[src/rtl/apb_periph_hub_pkg.sv]
// Shared types and constants for the APB peripheral hub: FSM states,
// local register offsets and STATUS bit positions.
package apb_periph_hub_pkg;

    typedef enum logic [1:0] {
        ST_IDLE,
        ST_SETUP,
        ST_ACCESS,
        ST_RESP
    } state_e;

    // idx_t is sized for the largest hub (16 slaves + local window + one decode-error value).
    localparam int unsigned MaxSlaves = 16;
    typedef logic [$clog2(MaxSlaves + 2)-1:0] idx_t;

    localparam logic [1:0] REG_STATUS      = 2'd0;
    localparam logic [1:0] REG_LAST_ERR    = 2'd1;
    localparam logic [1:0] REG_TIMEOUT_CNT = 2'd2;
    localparam logic [1:0] REG_ID          = 2'd3;

    localparam int unsigned STATUS_DECERR  = 0;
    localparam int unsigned STATUS_TIMEOUT = 1;
    localparam int unsigned STATUS_SLVERR  = 2;

endpackage

[src/rtl/apb_periph_hub_regs.sv]
// Local diagnostic register window: sticky W1C STATUS, last error address,
// saturating timeout counter and a read-only ID.
module apb_periph_hub_regs
    import apb_periph_hub_pkg::*;
#(
    parameter int unsigned NrSlaves      = 4,
    parameter int unsigned AddrWidth     = 32,
    parameter int unsigned DataWidth     = 32,
    parameter int unsigned SlaveAddrBits = 12
) (
    input  logic                     clk_i,
    input  logic                     rst_i,
    input  logic                     acc_i,
    input  logic                     write_i,
    input  logic [SlaveAddrBits-3:0] word_i,
    input  logic [2:0]               w1c_i,
    input  logic                     ev_decerr_i,
    input  logic                     ev_timeout_i,
    input  logic                     ev_slverr_i,
    input  logic [AddrWidth-1:0]     err_addr_i,
    output logic [DataWidth-1:0]     rdata_o,
    output logic                     irq_o
);

    logic [2:0]           status_q, status_d;
    logic [AddrWidth-1:0] last_err_q, last_err_d;
    logic [DataWidth-1:0] tocnt_q, tocnt_d;
    logic                 word_valid;
    logic [1:0]           word_sel;

    // Only the first four words are backed; anything beyond reads 0 and ignores writes.
    assign word_valid = (word_i >> 2) == '0;
    assign word_sel   = word_i[1:0];

    always_comb begin
        status_d   = status_q;
        last_err_d = last_err_q;
        tocnt_d    = tocnt_q;

        if (acc_i && write_i && word_valid) begin
            unique case (word_sel)
                REG_STATUS:      status_d = status_q & ~w1c_i;
                REG_TIMEOUT_CNT: tocnt_d  = '0;
                default: ;
            endcase
        end

        // Set events are applied after the clear so they always win.
        if (ev_decerr_i)  status_d[STATUS_DECERR]  = 1'b1;
        if (ev_timeout_i) status_d[STATUS_TIMEOUT] = 1'b1;
        if (ev_slverr_i)  status_d[STATUS_SLVERR]  = 1'b1;

        if (ev_decerr_i || ev_timeout_i || ev_slverr_i) begin
            last_err_d = err_addr_i;
        end
        if (ev_timeout_i && (tocnt_q != '1)) begin
            tocnt_d = tocnt_q + 1'b1;
        end
    end

    always_comb begin
        rdata_o = '0;
        if (word_valid) begin
            unique case (word_sel)
                REG_STATUS:      rdata_o = DataWidth'(status_q);
                REG_LAST_ERR:    rdata_o = DataWidth'(last_err_q);
                REG_TIMEOUT_CNT: rdata_o = tocnt_q;
                REG_ID:          rdata_o = DataWidth'(NrSlaves);
                default:         rdata_o = '0;
            endcase
        end
    end

    always_ff @(posedge clk_i or posedge rst_i) begin
        if (rst_i) begin
            status_q   <= '0;
            last_err_q <= '0;
            tocnt_q    <= '0;
        end else begin
            status_q   <= status_d;
            last_err_q <= last_err_d;
            tocnt_q    <= tocnt_d;
        end
    end

    assign irq_o = |status_q;

endmodule

[src/rtl/apb_periph_hub.sv]
// APB fan-out hub: window decode, registered setup/access to one of NrSlaves
// downstream slaves, PREADY timeout watchdog and a local status window.
module apb_periph_hub
    import apb_periph_hub_pkg::*;
#(
    parameter int unsigned          NrSlaves      = 4,
    parameter int unsigned          AddrWidth     = 32,
    parameter int unsigned          DataWidth     = 32,
    parameter int unsigned          SlaveAddrBits = 12,
    parameter logic [AddrWidth-1:0] BaseAddr      = 32'hC000_0000,
    parameter int unsigned          TimeoutCycles = 1024
) (
    input  logic                            clk_i,
    input  logic                            rst_i,
    input  logic                            psel_i,
    input  logic                            penable_i,
    input  logic                            pwrite_i,
    input  logic [AddrWidth-1:0]            paddr_i,
    input  logic [DataWidth-1:0]            pwdata_i,
    output logic [DataWidth-1:0]            prdata_o,
    output logic                            pready_o,
    output logic                            pslverr_o,
    output logic [NrSlaves-1:0]             psel_o,
    output logic                            penable_o,
    output logic                            pwrite_o,
    output logic [SlaveAddrBits-1:0]        paddr_o,
    output logic [DataWidth-1:0]            pwdata_o,
    input  logic [NrSlaves*DataWidth-1:0]   prdata_i,
    input  logic [NrSlaves-1:0]             pready_i,
    input  logic [NrSlaves-1:0]             pslverr_i,
    output logic                            irq_o
);

    localparam int unsigned CntW = $clog2(TimeoutCycles);

    state_e                state_q, state_d;
    logic [NrSlaves-1:0]   psel_q, psel_d;
    logic                  penable_q, penable_d;
    logic                  pready_q, pready_d;
    logic                  pslverr_q, pslverr_d;
    logic [DataWidth-1:0]  prdata_q, prdata_d;
    logic [AddrWidth-1:0]  addr_q, addr_d;
    logic [DataWidth-1:0]  wdata_q, wdata_d;
    logic                  write_q, write_d;
    idx_t                  idx_q, idx_d;
    logic [CntW-1:0]       cnt_q, cnt_d;

    logic [AddrWidth-1:0]  idx_full;
    logic                  is_slave, is_local, setup;
    logic                  sel_rdy, sel_err;
    logic [DataWidth-1:0]  sel_rdata;
    logic                  reg_acc, ev_dec, ev_to, ev_slv;
    logic [AddrWidth-1:0]  err_addr;
    logic [DataWidth-1:0]  reg_rdata;

    // Full-width subtract: addresses below BaseAddr wrap to a huge index.
    assign idx_full = (paddr_i - BaseAddr) >> SlaveAddrBits;
    assign is_slave = idx_full < AddrWidth'(NrSlaves);
    assign is_local = idx_full == AddrWidth'(NrSlaves);
    assign setup    = psel_i & ~penable_i;

    always_comb begin
        sel_rdy   = 1'b0;
        sel_err   = 1'b0;
        sel_rdata = '0;
        for (int unsigned i = 0; i < NrSlaves; i++) begin
            if (idx_q == idx_t'(i)) begin
                sel_rdy   = pready_i[i];
                sel_err   = pslverr_i[i];
                sel_rdata = prdata_i[i*DataWidth +: DataWidth];
            end
        end
    end

    apb_periph_hub_regs #(
        .NrSlaves      (NrSlaves),
        .AddrWidth     (AddrWidth),
        .DataWidth     (DataWidth),
        .SlaveAddrBits (SlaveAddrBits)
    ) u_regs (
        .clk_i        (clk_i),
        .rst_i        (rst_i),
        .acc_i        (reg_acc),
        .write_i      (pwrite_i),
        .word_i       (paddr_i[SlaveAddrBits-1:2]),
        .w1c_i        (pwdata_i[2:0]),
        .ev_decerr_i  (ev_dec),
        .ev_timeout_i (ev_to),
        .ev_slverr_i  (ev_slv),
        .err_addr_i   (err_addr),
        .rdata_o      (reg_rdata),
        .irq_o        (irq_o)
    );

    always_comb begin
        state_d   = state_q;
        psel_d    = psel_q;
        penable_d = penable_q;
        pready_d  = 1'b0;
        pslverr_d = 1'b0;
        prdata_d  = '0;
        addr_d    = addr_q;
        wdata_d   = wdata_q;
        write_d   = write_q;
        idx_d     = idx_q;
        cnt_d     = cnt_q;
        reg_acc   = 1'b0;
        ev_dec    = 1'b0;
        ev_to     = 1'b0;
        ev_slv    = 1'b0;
        err_addr  = addr_q;

        unique case (state_q)
            ST_IDLE: begin
                if (setup) begin
                    addr_d   = paddr_i;
                    wdata_d  = pwdata_i;
                    write_d  = pwrite_i;
                    idx_d    = idx_t'(idx_full);
                    err_addr = paddr_i;
                    if (is_slave) begin
                        state_d = ST_SETUP;
                        for (int unsigned i = 0; i < NrSlaves; i++) begin
                            psel_d[i] = (idx_full == AddrWidth'(i));
                        end
                    end else begin
                        // Local and decode-error accesses answer without wait states.
                        state_d  = ST_RESP;
                        pready_d = 1'b1;
                        if (is_local) begin
                            reg_acc = 1'b1;
                            if (!pwrite_i) prdata_d = reg_rdata;
                        end else begin
                            ev_dec    = 1'b1;
                            pslverr_d = 1'b1;
                        end
                    end
                end
            end
            ST_SETUP: begin
                penable_d = 1'b1;
                cnt_d     = '0;
                state_d   = ST_ACCESS;
            end
            ST_ACCESS: begin
                if (sel_rdy) begin
                    psel_d    = '0;
                    penable_d = 1'b0;
                    pready_d  = 1'b1;
                    pslverr_d = sel_err;
                    ev_slv    = sel_err;
                    if (!write_q) prdata_d = sel_rdata;
                    state_d   = ST_RESP;
                end else if (cnt_q == CntW'(TimeoutCycles - 1)) begin
                    psel_d    = '0;
                    penable_d = 1'b0;
                    pready_d  = 1'b1;
                    pslverr_d = 1'b1;
                    ev_to     = 1'b1;
                    state_d   = ST_RESP;
                end else begin
                    cnt_d = cnt_q + 1'b1;
                end
            end
            ST_RESP: begin
                cnt_d   = '0;
                state_d = ST_IDLE;
            end
            default: state_d = ST_IDLE;
        endcase
    end

    always_ff @(posedge clk_i or posedge rst_i) begin
        if (rst_i) begin
            state_q   <= ST_IDLE;
            psel_q    <= '0;
            penable_q <= 1'b0;
            pready_q  <= 1'b0;
            pslverr_q <= 1'b0;
            prdata_q  <= '0;
            addr_q    <= '0;
            wdata_q   <= '0;
            write_q   <= 1'b0;
            idx_q     <= '0;
            cnt_q     <= '0;
        end else begin
            state_q   <= state_d;
            psel_q    <= psel_d;
            penable_q <= penable_d;
            pready_q  <= pready_d;
            pslverr_q <= pslverr_d;
            prdata_q  <= prdata_d;
            addr_q    <= addr_d;
            wdata_q   <= wdata_d;
            write_q   <= write_d;
            idx_q     <= idx_d;
            cnt_q     <= cnt_d;
        end
    end

    assign psel_o    = psel_q;
    assign penable_o = penable_q;
    assign pwrite_o  = write_q;
    assign paddr_o   = addr_q[SlaveAddrBits-1:0];
    assign pwdata_o  = wdata_q;
    assign pready_o  = pready_q;
    assign pslverr_o = pslverr_q;
    assign prdata_o  = prdata_q;

endmodule

[config.mk]
export PLATFORM = sky130hd
export DESIGN_NAME = apb_periph_hub
export DESIGN_NICKNAME = d
export VERILOG_FILES = /design/src/rtl/apb_periph_hub_pkg.sv /design/src/rtl/apb_periph_hub_regs.sv /design/src/rtl/apb_periph_hub.sv
export SDC_FILE = /design/constraint.sdc
export NUM_CORES = 1
export LEC_CHECK = 0
export BUFFER_PORTS_ARGS = -buffer_cell sky130_fd_sc_hd__buf_2
export CAP_MARGIN = 30
export CORE_UTILIZATION = 50
export DETAILED_ROUTE_END_ITERATION = 6
export PLACE_DENSITY = 0.77
export SLEW_MARGIN = 20
export SYNTH_ARGS = -nofsm -noshare
export SYNTH_HDL_FRONTEND = slang
export SYNTH_SLANG_ARGS = --single-unit
[constraint.sdc]
create_clock -name clk_i -period 8.55 [get_ports clk_i]
set_input_delay 1.71 -clock clk_i [delete_from_list [all_inputs] [get_ports clk_i]]
set_output_delay 1.71 -clock clk_i [all_outputs]
set_load 0.02 [all_outputs]
==> results.cfg, run 1 <==
[global_route]
busiest_layer = met2
use_met3 = 0.0547
grt_max_degree = 110
grt_util_met2 = 0.476
grt_usage = 0.291
grt_pass1_vias = 8192
grt_remaining_overflow = 0
grt_antenna_before_repair = 2
grt_pass1_wl_mm = 43.8
grt_util_met1 = 0.379

[setup_path]
r2r-end = psel_o[0]
regToRegStartpoint = state_q[0]
startpoint_type = input pin
reg2reg_depth = 8
endpoint_kind = flip-flop
regToRegSetupSlack_ns = 5.17
path_class = in -> reg
worstPathArrival_ns = 4.28
required_ns = 8.87
cp_max_fo = 17

[placed_design]
dpl.cell_count = 1414
io_buffers = 289
gp_congestion = 0.862
hpwlAfterDp_mm = 20.0
placed_area_sq_um = 11100

[synth]
ys_ff_latch = 188
avgSynthCellArea_sq_um = 10.0
ys_types = 56
syn_inst = 948
synthFlopType = dfrtp_1
syn-cell-area_sq_um = 9510
async_flop_share = 1.00
seq_area_frac_synth = 0.495
synth_edf_count = 0
yosys_warnings = 0
syn_nets = 1159

[drt]
drt_first_pass_iters = 5
drt-total-wl_mm = 28.1
vias = 8517
drt_iter0_markers = 686
avgRoutedWirePerCell_microns = 19.4
viasPerCell = 5.88
drc = 0
antenna_left = 0

[clock_tree]
holdBufCountCts = 0
clk_pin_slew_worst_paths_ns = 0.07
cts_buffers = 17
h-tree-depth = 4
cts_resized = 0
clock_latency_ns = 0.44
cts_buffer_depth = 2
cts_sinks = 188
cts_setup_buffers = 0
cts_tree = yes
cts_root_buf = clkbuf_16

[die]
core_sq_um = 18600
top_level_ports = 290
start_util = 0.510
row_count = 50
dieArea_sq_um = 19600
die_x_microns = 140
die_h_microns = 140

[cells_and_area]
final_common_cell = buf_2
nets = 1411
most-common-layout-cells = 289 x buf_2, 265 x nand2_1, 186 x dfrtp_1, 45 x o21ai_1, 34 x mux4_2
instances_no_fill = 1448
drive_gt1_frac = 0.321
fin_area_sq_um = 11700
syn2layout_area_growth_pct = 22.8

[hold_path]
min_delay_path_depth = 2
hp-start = pwdata_o[15]
hold_end = pwdata_o[15]
hp-class = reg -> reg

[power_and_ir_drop]
p_leak_nw = 5.78
p_int_mw = 2.01
p_seq_frac = 0.405
power_density_nw_per_um2 = 275
p_comb_frac = 0.352
peakVddDrop_uv = 177
power_switching_mw = 1.20
p_sw_frac = 0.373
p_clk_frac = 0.243
p_total_mw = 3.21

[timing]
setup_viol = 0
period_needed_ns = 3.96
fin_setup_tns_ns = 0
finalMaxSlewViolations = 0
rsz0062_at_grt = no
slew_headroom = 0.343
worstMarginPinSlew_ns = 0.986
fin_crit_sh = 0.463
hold_violations = 0
max_freq_mhz = 253
clock_skew_ns = 0.0123

[run]
maxCapViolCount = 0

[status]
outcome = finished clean
[final cells by class]
| class | instances | area, sq um |
|---|---|---|
| clock inverter | 12 | 118 |
| timing repair buffer | 302 | 1590 |
| sequential | 188 | 4710 |
| inverter | 18 | 75.1 |
| antenna | 1 | 2.50 |
| multi-input combinational | 673 | 4430 |
| tap | 234 | 293 |
| fill | 1569 | 6970 |
| clock buffer | 20 | 457 |
[cell usage after synthesis (all sizes together), types with 9 or more instances]
| cell type | count | share of area |
|---|---|---|
| a211oi | 13 | 0.010 |
| o31ai | 11 | 0.0087 |
| or3 | 10 | 0.0066 |
| nor2 | 16 | 0.0063 |
| a22oi | 29 | 0.023 |
| o211ai | 17 | 0.014 |
| nand2 | 265 | 0.10 |
| buf | 34 | 0.020 |
| clkbuf | 35 | 0.014 |
| o21ai | 59 | 0.031 |
| nand3 | 28 | 0.015 |
| mux4 | 34 | 0.081 |
| dfrtp | 188 | 0.49 |
| mux2 | 34 | 0.040 |
| nand4 | 20 | 0.014 |
| a21o | 16 | 0.013 |
| or4 | 12 | 0.0095 |
| nor4 | 14 | 0.0099 |
| inv | 18 | 0.0071 |
| and3 | 11 | 0.0072 |
| nor3 | 9 | 0.0047 |
[through the flow]
step,hold WS (ns),setup WS [ns],util
after CTS,0.476,4.76,0.625
after detailed placement,0.457,4.35,0.594
after global placement,0.454,4.36,0.592
final,0.473,4.59,0.626
after floorplan,0.437,1.73,-
after global routing,0.496,4.61,0.626
[state kept, by name, summed over array words and instances (netlist names), 2 cells and up]
register           cells
u_regs.tocnt_q        32
addr_q                32
u_regs.last_err_q     32
pwdata_o              32
state_q                2
cnt_q                 10
idx_q                  5
prdata_o              32
psel_o                 4
u_regs.status_q        3
[worst max-delay path by stage]
stage                      from                 to  slack [ns]  cells past startpoint
floorplan                 rst_i          addr_q[0]        1.73                      1
global placement    paddr_i[27]  u_regs.tocnt_q[0]        4.36                      6
detailed placement  paddr_i[27]  u_regs.tocnt_q[0]        4.35                      6
CTS                 paddr_i[27]  u_regs.tocnt_q[0]        4.76                      6
global route        paddr_i[27]  u_regs.tocnt_q[0]        4.61                      6
finish              paddr_i[27]  u_regs.tocnt_q[0]        4.59                      6
[cells by family (layout without fill, tap and decap cells)]
kind of cell             after synthesis  after routing  share of synthesized area
AO/OA/AOI/OAI                        173            173                      0.122
adder cells (fa/ha/maj)                6              6                    0.00790
AND/OR/NAND/NOR                      419            419                      0.207
buffers and inverters                 87            352                     0.0409
multiplexers                          72             72                      0.125
XOR/XNOR                               3              3                    0.00276
flip-flops                           188            188                      0.495
other                                  0              1                          0
[per-layer routing]
metal | share of wire | vias up
met5 | 0.00046 | -
met4 | 0.034 | 2
met3 | 0.068 | 66
met2 | 0.48 | 401
met1 | 0.41 | 4149
li1 | - | 3899
[power groups by stage]
stage	logic (mW)	clock network (mW)	registers [mW]
floorplan	0.706	0	1.38
global placement	1.06	0	1.33
detailed placement	1.10	0	1.34
CTS	1.11	0.789	1.33
global route	1.23	0.825	1.33
finish	1.13	0.781	1.30
[critical path, cell delays in order]
cell and delay, ns:
buf_2 0.11, nor4_1 0.64, nand4_1 0.34, or4_1 0.82
a21boi_4 0.30, mux2_2 0.34
(Power assumes the default switching activity.)
==> run 2, diff against run 1 <==
clock period = 3.9 ns   (was 8.55 ns; I/O delays follow)
==> run 2 against run 1 <==
  * Sequential power up 120%
  * Clock skew is 0.00077 ns lower
  * Critical path depth did not move
  * Clock-buffer cell count down 2
  * Global-route usage grew 0.24 points
  * Non-clock buffer count grew 3
  * Die area is the same
  * Via count down 1.4%
==> results.cfg, run 2 (synthesis gave the netlist of run 1 again) <==
[setup_path]
cp_max_fo = 17
startpoint_type = input pin
startpoint = paddr_i[27]
crit_cells = 6
r2r-end = u_regs.tocnt_q[6]
regToRegStartpoint = u_regs.tocnt_q[1]
crit_family = simple AND/OR/NAND/NOR gates
critical-path-slowest-cell = or4_1
slowest_delay_ns = 0.80
crit_chain = buf_2 > nor4_1 > nand4_1 > or4_1 > a21boi_4 > mux2_2
endpoint_kind = flip-flop
regToRegSetupSlack_ns = 1.03
worstPathArrival_ns = 3.22
required_ns = 4.23
reg2reg_depth = 6
critPathBufInv = 1
path_class = in -> reg

[clock_tree]
cts_sinks = 188
clock_latency_ns = 0.44
cts_setup_buffers = 0
cts_tree = yes
h-tree-depth = 4
cts_resized = 0
holdBufCountCts = 0
cts_buffer_depth = 2
clk_pin_slew_worst_paths_ns = 0.07
cts_root_buf = clkbuf_16
cts_buffers = 17

[timing]
max_freq_mhz = 347
whs_ns = 0.382
slew_headroom = 0.417
finalWorstSetupSlack_ns = 1.01
hold_violations = 0
setup_viol = 0
fin_setup_tns_ns = 0
worstMarginPinSlew_ns = 0.867
finalMaxSlewViolations = 0
rsz0062_at_grt = no
fin_crit_sh = 0.740
clock_skew_ns = 0.0115
period_needed_ns = 2.89

[power_and_ir_drop]
p_clk_frac = 0.247
peakVddDrop_uv = 402
p_seq_frac = 0.400
p_sw_frac = 0.370
p_leak_nw = 5.80
power_density_nw_per_um2 = 602
p_total_mw = 7.07
p_int_mw = 4.46
power_switching_mw = 2.61
p_comb_frac = 0.353

[placed_design]
preCtsSetupSlack_ns = 0.632
gp_congestion = 0.921
io_buffers = 289
hpwlAfterDp_mm = 20.1

[drt]
antenna_left = 0
drt_iter0_markers = 788
vias = 8394
viasPerCell = 5.79
drt_first_pass_iters = 5
avgRoutedWirePerCell_microns = 19.2
drc = 0
drt-total-wl_mm = 27.8

[cells_and_area]
final_util = 0.629
syn2layout_area_growth_pct = 23.4
antenna_cells = 0
most-common-layout-cells = 289 x buf_2, 265 x nand2_1, 186 x dfrtp_1, 45 x o21ai_1, 34 x mux4_2
nets = 1414
drive_gt1_frac = 0.323
final_common_cell = buf_2

[global_route]
grt_antenna_before_repair = 0
grt_max_degree = 74
grt_pass1_wl_mm = 43.9
grt_remaining_overflow = 0
grt_pass1_vias = 8127
grt_usage = 0.293

[die]
die_x_microns = 140
die_h_microns = 140
dieArea_sq_um = 19600
top_level_ports = 290
core_sq_um = 18600
start_util = 0.510
row_count = 50

[hold_path]
hp-class = in -> async

[status]
outcome = finished clean

[run]
maxCapViolCount = 0
## run 2: cell count changes in the layout (fill, tap and decap cells not counted), moves of 2 or more
cell and change:
buf_12 +2, clkinv_4 +3, inv_6 -5, clkinvlp_4 +2
## run 2: worst max-delay path by stage
stage	end	slack [ns]
final	u_regs.tocnt_q[0]	1.01
after global routing	u_regs.last_err_q[17]	0.90
after CTS	u_regs.last_err_q[17]	1.03
after detailed placement	u_regs.tocnt_q[0]	0.63
after global placement	u_regs.tocnt_q[0]	0.62
after floorplan	addr_q[0]	0.70
## run 2: metal layers
| layer | global-route usage | vias up | share of wire |
|---|---|---|---|
| met5 | 0 | - | 0 |
| li1 | - | 3898 | - |
| met2 | 0.484 | 379 | 0.49 |
| met1 | 0.384 | 4067 | 0.42 |
| met3 | 0.0526 | 50 | 0.066 |
| met4 | 0.119 | 0 | 0.029 |
## run 2: metrics by stage
step | cell area [sq um] | cells
6_report | 11700 | 1450
5_1_grt | 11700 | 1450
4_1_cts | 11700 | 1450
3_5_place_dp | 11100 | 1418
3_3_place_gp | 11100 | 1417
2_1_floorplan | 9510 | 948
## run 2: area by class of cell
type                       count  area [sq um]
fill                        1614          6910
sequential                   188          4710
multi-input combinational    673          4430
timing repair buffer         305          1640
clock buffer                  18           439
tap                          234           293
clock inverter                14           154
inverter                      18          71.3
## run 2: worst register-to-register path, cell delays in order, from the launching register on
cell and delay, ns:
dfrtp_1 0.45, ha_1 0.24, nand3_1 0.26, or4_1 0.60, or3_1 0.50, a21boi_4 0.50
a22o_1 0.26
## run 2: power by group through the flow
| stage | clock network, mW | logic, mW | registers (mW) |
|---|---|---|---|
| finish | 1.75 | 2.50 | 2.83 |
| global route | 1.85 | 2.74 | 2.89 |
| CTS | 1.77 | 2.52 | 2.82 |
| detailed placement | 0 | 2.51 | 2.85 |
| global placement | 0 | 2.43 | 2.84 |
| floorplan | 0 | 1.55 | 3.03 |
==> run 3, diff against run 2 <==
CORE_UTILIZATION = 47   (was 50)
PLACE_DENSITY = 0.76   (was 0.77)
clock period = 2.5 ns   (was 3.9 ns; I/O delays follow)
==> run 3 against run 2 <==
  * Core utilization down 0.67 points
  * Sequential share of layout area down 1.7 points
  * Critical path type is now reg -> reg
  * Critical path depth grew 2
==> results.cfg, run 3 (synthesis gave the netlist of run 1 again) <==
[die]
core_sq_um = 19700
row_count = 51
dieArea_sq_um = 20800
die_x_microns = 144
start_util = 0.484
top_level_ports = 290
die_h_microns = 144

[cells_and_area]
final_common_cell = buf_2
instances_no_fill = 1532
multi_input_area_sq_um = 4450
final_util = 0.623
fill_cells = 1631
antenna_cells = 0
most-common-layout-cells = 289 x buf_2, 265 x nand2_1, 186 x dfrtp_1, 56 x buf_4, 45 x o21ai_1
fin_area_sq_um = 12200
seq_area_sq_um = 4710
syn2layout_area_growth_pct = 28.7
drive_gt1_frac = 0.351
nets = 1465

[timing]
finalMaxSlewViolations = 0
rsz0062_at_grt = no
clock_skew_ns = 0.0139
finalWorstSetupSlack_ns = 0.130
setup_viol = 0
hold_violations = 0
worstMarginPinSlew_ns = 0.739
max_freq_mhz = 422
slew_headroom = 0.506
fin_crit_sh = 0.948
period_needed_ns = 2.37

[setup_path]
endpoint_kind = flip-flop
regToRegSetupSlack_ns = 0.13
required_ns = 2.83
worstPathArrival_ns = 2.70
reg2reg_depth = 8
critical-path-slowest-cell = or4_1
slowest_delay_ns = 0.54
path_class = reg -> reg
crit_chain = inv_1 > ha_1 > and4b_1 > nand4_1 > or4_1 > a21boi_4 > buf_12 > mux2_2
r2r-end = u_regs.tocnt_q[0]
cp_max_fo = 12
regToRegStartpoint = state_q[0]
startpoint_type = flip-flop

[global_route]
grt_usage = 0.286
grt_remaining_overflow = 0
grt_pass1_wl_mm = 44.4
grt_antenna_before_repair = 1
grt_max_degree = 58
grt_pass1_vias = 8230

[placed_design]
preCtsSetupSlack_ns = -0.106
gp_congestion = 0.888
placed_area_sq_um = 11600
dpl.cell_count = 1498
io_buffers = 289
hpwlAfterDp_mm = 21.6

[status]
outcome = finished clean

[run]
maxCapViolCount = 0

[drt]
antenna_left = 0
avgRoutedWirePerCell_microns = 18.9
drt-total-wl_mm = 29.0
drt_iter0_markers = 759
drt_first_pass_iters = 5
vias = 8595
drc = 0
viasPerCell = 5.61

[clock_tree]
cts_root_buf = clkbuf_16
cts_tree = yes
clock_latency_ns = 0.43
cts_buffer_depth = 2
cts_buffers = 17
h-tree-depth = 4
cts_sinks = 188
clk_pin_slew_worst_paths_ns = 0.08

[power_and_ir_drop]
power_density_nw_per_um2 = 910
peakVddDrop_uv = 583
p_leak_nw = 6.08

[hold_path]
hp-class = in -> async
## run 3: worst max path at each step
| stage | startpoint | end | slack [ns] | cells after the start |
|---|---|---|---|---|
| CTS | cnt_q[0] | u_regs.tocnt_q[27] | 0.04 | 7 |
| floorplan | rst_i | addr_q[0] | -0.42 | 1 |
| finish | state_q[0] | u_regs.tocnt_q[0] | 0.13 | 8 |
| global route | cnt_q[0] | u_regs.tocnt_q[27] | 0.01 | 7 |
| detailed placement | paddr_i[27] | u_regs.tocnt_q[0] | -0.11 | 7 |
| global placement | paddr_i[23] | u_regs.tocnt_q[0] | -0.02 | 7 |
## run 3: layer usage
metal  GRT usage  vias to the layer above  part of all wire
li1            -                     4000                 -
met3      0.0510                       41             0.067
met4       0.102                        0             0.025
met2       0.484                      379              0.49
met1       0.368                     4175              0.42
met5           0                        -                 0
## run 3: per-stage QoR
| stage | hold WS [ns] | TNS [ns] | power (mW) |
|---|---|---|---|
| final | 0.196 | 0 | 11.1 |
| after global routing | 0.227 | 0 | 11.8 |
| after CTS | 0.203 | 0 | 11.2 |
| after detailed placement | 0.456 | -0.999 | 8.44 |
| after global placement | 0.454 | -0.0156 | 8.33 |
| after floorplan | 0.437 | -79.05 | 7.15 |
## run 3: power breakdown
part / switching [mW] / internal (mW)
sequential: 0.493 / 3.92
combinational: 2.33 / 1.65
clock: 1.31 / 1.44
total: 4.13 / 7.01
## run 3: final cells by class
cell class / instances / share of cell area
clock buffers: 18 / 0.0351
clock inverters: 14 / 0.0138
inverters: 18 / 0.00583
multi-input cells: 673 / 0.363
flip-flops and latches: 188 / 0.385
well taps: 265 / 0.0271
repair buffers: 356 / 0.170
## run 3: worst max-delay path, delay by kind of cell (launching register included)
family,cells,cell delay [ns]
simple gates,3,0.91
fa+ha+maj,1,0.22
flops,1,0.43
buf+inv,2,0.26
compound gates,1,0.18
mux,1,0.26
## run 3: timing repair
item,CTS,global route
hold buffers,0,0
buffers inserted,0,2
resized for setup,0,2
endpoints found under the setup margin,0,39
